--- src/rtl/countdown_timer_pkg.sv ---
// Shared definitions for the microwave cook timer: state encodings, BCD limits,
// the M:TS time record and its one-second decrement.
package countdown_timer_pkg;

    typedef enum logic [1:0] {
        ST_IDLE  = 2'd0,
        ST_RUN   = 2'd1,
        ST_PAUSE = 2'd2,
        ST_DONE  = 2'd3
    } state_e;

    localparam logic [3:0] SEC_MAX  = 4'd9;
    localparam logic [3:0] TENS_MAX = 4'd5;
    localparam logic [3:0] MIN_MAX  = 4'd9;

    typedef struct packed {
        logic [3:0] min;
        logic [3:0] tens;
        logic [3:0] sec;
    } mts_t;

    // Modular BCD decrement; the min wrap is never reached because RUN never ticks at 0:00.
    function automatic mts_t mts_dec(input mts_t cur);
        mts_t nxt;
        nxt = cur;
        if (cur.sec != 4'd0) begin
            nxt.sec = cur.sec - 4'd1;
        end else begin
            nxt.sec = SEC_MAX;
            if (cur.tens != 4'd0) begin
                nxt.tens = cur.tens - 4'd1;
            end else begin
                nxt.tens = TENS_MAX;
                nxt.min  = (cur.min == 4'd0) ? MIN_MAX : cur.min - 4'd1;
            end
        end
        return nxt;
    endfunction

    function automatic logic mts_zero(input mts_t v);
        return (v == '0);
    endfunction

endpackage

--- src/rtl/countdown_timer_tick_prescaler.sv ---
// Purpose: divides clk into a one-cycle tick every TICK_DIV cycles; clr holds the count at 0.
// Latency: first tick TICK_DIV cycles after clr drops; tick is combinational from the count register.
// Backpressure: none, free-running while clr is low.
module tick_prescaler #(
    parameter int TICK_DIV = 1000
) (
    input  logic clk,
    input  logic rst_n,
    input  logic clr,
    output logic tick
);

    localparam int CW = (TICK_DIV > 1) ? $clog2(TICK_DIV) : 1;
    localparam logic [CW-1:0] LAST = CW'(TICK_DIV - 1);

    logic [CW-1:0] cnt_q;
    logic [CW-1:0] cnt_d;

    always_comb begin
        cnt_d = cnt_q;
        if (clr || (cnt_q == LAST)) begin
            cnt_d = '0;
        end else begin
            cnt_d = cnt_q + 1'b1;
        end
    end

    always_ff @(posedge clk or negedge rst_n) begin
        if (!rst_n) begin
            cnt_q <= '0;
        end else begin
            cnt_q <= cnt_d;
        end
    end

    assign tick = !clr && (cnt_q == LAST);

endmodule

--- src/rtl/countdown_timer.sv ---
// Purpose: microwave cook timer; keypad entry of M:TS, 1 s countdown, done hold. Option: DOOR_INTERLOCK_EN.
// Latency: every strobe takes effect on the next clock edge; all outputs come straight from flops.
// Backpressure: none; strobes outside their valid states are dropped.
module countdown_timer
    import countdown_timer_pkg::*;
#(
    parameter int TICK_DIV   = 1000,
    parameter int DONE_TICKS = 3
) (
    input  logic       clk,
    input  logic       rst_n,
    input  logic       digit_valid,
    input  logic [3:0] digit,
    input  logic       start,
    input  logic       stop,
    input  logic       door_open,
    output logic [3:0] sec,
    output logic [3:0] t,
    output logic [3:0] min,
    output logic       heating,
    output logic       done
);

    localparam int DW = (DONE_TICKS > 1) ? $clog2(DONE_TICKS + 1) : 1;
    localparam logic [DW-1:0] DONE_LAST = DW'(DONE_TICKS - 1);

    state_e        state_q, state_d;
    mts_t          tm_q, tm_d;
    logic [DW-1:0] dcnt_q, dcnt_d;
    mts_t          tm_dec;
    logic          tick;
    logic          clr;
    logic          start_ok;
    logic          pause_req;

`ifdef DOOR_INTERLOCK_EN
    assign start_ok  = start && !door_open;
    assign pause_req = stop || door_open;
`else
    logic unused_door;
    assign unused_door = door_open;
    assign start_ok    = start;
    assign pause_req   = stop;
`endif

    // Prescaler also runs in DONE so the done hold is measured in ticks.
    assign clr = (state_q == ST_IDLE) || (state_q == ST_PAUSE);

    tick_prescaler #(
        .TICK_DIV(TICK_DIV)
    ) u_prescaler (
        .clk  (clk),
        .rst_n(rst_n),
        .clr  (clr),
        .tick (tick)
    );

    assign tm_dec = mts_dec(tm_q);

    always_comb begin
        state_d = state_q;
        tm_d    = tm_q;
        dcnt_d  = dcnt_q;
        case (state_q)
            ST_IDLE: begin
                if (stop) begin
                    tm_d = '0;
                end else if (start_ok && !mts_zero(tm_q)) begin
                    state_d = ST_RUN;
                end else if (digit_valid && (digit <= SEC_MAX) && (tm_q.sec <= TENS_MAX)) begin
                    tm_d = '{min: tm_q.tens, tens: tm_q.sec, sec: digit};
                end
            end
            ST_RUN: begin
                if (pause_req) begin
                    state_d = ST_PAUSE;
                end else if (tick) begin
                    tm_d = tm_dec;
                    if (mts_zero(tm_dec)) begin
                        state_d = ST_DONE;
                        dcnt_d  = '0;
                    end
                end
            end
            ST_PAUSE: begin
                if (stop) begin
                    state_d = ST_IDLE;
                    tm_d    = '0;
                end else if (start_ok) begin
                    state_d = ST_RUN;
                end
            end
            ST_DONE: begin
                if (stop) begin
                    state_d = ST_IDLE;
                end else if (tick) begin
                    if (dcnt_q == DONE_LAST) begin
                        state_d = ST_IDLE;
                    end else begin
                        dcnt_d = dcnt_q + 1'b1;
                    end
                end
            end
            default: state_d = ST_IDLE;
        endcase
    end

    always_ff @(posedge clk or negedge rst_n) begin
        if (!rst_n) begin
            state_q <= ST_IDLE;
            tm_q    <= '0;
            dcnt_q  <= '0;
        end else begin
            state_q <= state_d;
            tm_q    <= tm_d;
            dcnt_q  <= dcnt_d;
        end
    end

    assign min     = tm_q.min;
    assign t       = tm_q.tens;
    assign sec     = tm_q.sec;
    assign heating = (state_q == ST_RUN);
    assign done    = (state_q == ST_DONE);

endmodule

--- config.mk ---
export PLATFORM = sky130hd
export DESIGN_NAME = countdown_timer
export DESIGN_NICKNAME = d
export VERILOG_FILES = /design/src/rtl/countdown_timer_pkg.sv /design/src/rtl/countdown_timer_tick_prescaler.sv /design/src/rtl/countdown_timer.sv
export SDC_FILE = /design/constraint.sdc
export NUM_CORES = 1
export LEC_CHECK = 0
export CAP_MARGIN = 20
export CORE_UTILIZATION = 58
export DETAILED_ROUTE_END_ITERATION = 10
export PLACE_DENSITY = 0.86
export SYNTH_ARGS = -nofsm -noshare
export SYNTH_HDL_FRONTEND = slang
export SYNTH_SLANG_ARGS = --single-unit
export TNS_END_PERCENT = 5
--- constraint.sdc ---
create_clock -name clk -period 4 [get_ports clk]
set_input_delay 0.8 -clock clk [delete_from_list [all_inputs] [get_ports clk]]
set_output_delay 0.8 -clock clk [all_outputs]
set_load 0.02 [all_outputs]
==> flow_summary.ini <==
[status]
outcome = complete, no violations

[timing]
max_slew.worst_pin.slew_ps = 827
post-route-min-period_ps = 3250
hold_violations = 0
tns_ps = 0
finalWorstSetupSlack_ps = 747
fmax_ghz = 0.307
skew_ps = 6.01
max_slew_margin = 0.444
rsz0062_at_grt = no
period_share = 0.813
whs_ps = 506
maxSlewViolCount = 0
setup_viol = 0

[route]
drt_iter0_drc = 108
num_vias = 1582
routed_wl_mm = 4.01
drc = 0
wl_per_cell_um = 16.7
via_per_inst = 6.59
first_pass_iters = 4
ant_nets = 0

[power_and_ir_drop]
switching_power_mw = 0.686
ir_drop_mv = 0.586
switching_share = 0.478
p_seq_frac = 0.302
p_per_area_mw_per_mm2 = 731
intPower_mw = 0.749
p_leak_nw = 0.821
p_comb_frac = 0.566
clockPowerShare = 0.132
total_power_mw = 1.44

[placement]
dpl_cell_area_mm2 = 0.00191
routabilityCongestion = 0.846
dp_hpwl_mm = 2.83
dp_cells = 236
port_buffers = 22
pre_cts_slack_ps = 448

[cts]
cts.clk_slew.worst_paths_ps = 150
clock_latency_ps = 340
hold_buffers = 0
cts_tree = yes
post_cts_buffers = 0
cts_buffers = 3
clk_path_buf_depth = 2
cts_root_buf = clkbuf_4
cts_resized = 0
cts.sinks = 26
h-tree-depth = 1

[worst_hold_path]
hp-class = flip-flop to flip-flop
hold_path_startpoint = u_prescaler.cnt_q[0]

[worst_setup_path]
critical_path_class = primary input to flip-flop
cp_max_fo = 13
critPathLaunchType = primary input
rrSetupSlack_ps = 990
cp-end-kind = flip-flop
crit-reg2reg-launch = state_q[0]
worstPathRequired_ps = 4240
crit_arrival_ps = 3490
critPathLaunch = stop

[yosys]
ys_types = 45
async_reset_ff_frac = 1.00
synth.cell_area_mm2 = 0.00165
ys_seq_area_frac = 0.394
ys_warn_count = 0
synth_nets = 209
synth_edf_count = 0
syn_area_per_cell_um2 = 8.61
synthFlopType = dfrtp_1
synthCells = 192
ys_ff_latch = 26

[cells_and_area]
final_util = 0.758
final_nets = 228
fin_area_mm2 = 0.00196
layout_common_cells = 26 x nor2_1, 26 x dfrtp_1, 22 x clkdlybuf4s50_1
area_growth_pct = 18.8
layout-drive-gt1-share = 0.0524
final_cells = 240
num_antenna_cells = 0

[floorplanning]
core_area_mm2 = 0.00259
die_h_um = 55.4
io_pins = 24
start_util = 0.638
die_x_um = 55.4
rows = 18
dieArea_mm2 = 0.00307

[flow_run]
max-cap-violations = 0

[grt]
grt-ovfl-total = 0
grtUsageTotal = 0.275
use_met3 = 0.0281
grt_max_degree = 18
grt_pass1_vias = 1509
met1_usage = 0.390
grt-busiest-layer = met2
antenna_found_initial = 0
grt_util_met2 = 0.444
grt_pass1_wl_mm = 6.79
-- worst max-delay path: stages --
cell and delay (ps):
clkdlybuf4s50_1 570, nor3_2 280, or4b_1 460, a211o_1 480, or2_0 470, o32a_1 420
-- flip-flops by register name, summed over array words and instances, names as in the netlist --
name	cells
state_q	2
min	4
sec	4
u_prescaler.cnt_q	10
t	4
dcnt_q	2
-- synthesized netlist by cell type (2+ instances only) --
library cell,instances,area [µm²]
dfrtp_1,26,651
nor2_1,26,97.6
nand2_1,14,52.6
o21ai_0,13,65.1
inv_1,11,41.3
clkbuf_1,8,30.0
ha_1,7,87.6
o31ai_1,7,52.6
a21oi_1,6,30.0
nand3_1,5,25.0
nor3_1,5,25.0
or4_1,5,37.5
a22oi_1,4,30.0
a31oi_1,4,25.0
xnor2_1,4,35.0
xor2_1,4,35.0
a211oi_1,3,22.5
nand2b_1,3,18.8
nor4_1,3,18.8
a211o_1,2,17.5
a21o_1,2,15.0
and2_1,2,12.5
buf_2,2,10.0
nor3_2,2,20.0
o22a_1,2,17.5
o22ai_1,2,12.5
o31a_1,2,17.5
-- layout make-up --
cell class | instances | area (µm²)
fillers | 200 | 626
inverters | 11 | 41.3
clock buffers | 3 | 22.5
flip-flops and latches | 26 | 651
clock inverters | 1 | 30.0
well taps | 30 | 37.5
multi-input cells | 145 | 927
repair buffers | 24 | 255
-- final timing paths --
| check | to | cells after the start |
|---|---|---|
| worst max-delay path | min[3] | 6 |
| worst min-delay path | u_prescaler.cnt_q[0] | 1 |
| worst max register to register | min[3] | 7 |
| worst min register to register | u_prescaler.cnt_q[0] | 1 |
| max in group asynchronous | u_prescaler.cnt_q[9] | 2 |
| min in group asynchronous | state_q[1] | 1 |
-- cells by family (layout without fill, tap and decap cells) --
| family | after synthesis | count (layout) | synth area share |
|---|---|---|---|
| DFF | 26 | 26 | 0.394 |
| adders and majority gates | 7 | 7 | 0.0530 |
| AOI/OAI and AO/OA | 55 | 55 | 0.226 |
| buffers and inverters | 21 | 39 | 0.0492 |
| muxes | 1 | 1 | 0.00681 |
| xor gates and xnor gates | 8 | 8 | 0.0424 |
| and+or+nand+nor | 74 | 74 | 0.229 |
-- power by group through the flow --
stage               clock (mW)  combinational [mW]  sequential, mW
floorplan                    0               0.536           0.456
global placement             0               0.765           0.427
detailed placement           0               0.794           0.435
CTS                      0.190               0.802           0.430
global route             0.199               0.885           0.448
finish                   0.189               0.813           0.434
-- per-layer routing --
metal	part of all wire	vias up	wire length (µm)
met5	0	-	0
met4	0.016	0	65
met3	0.068	9	274
met2	0.46	74	1860
met1	0.45	762	1810
li1	-	737	-
Note: power is estimated with default switching activity, not from simulation.
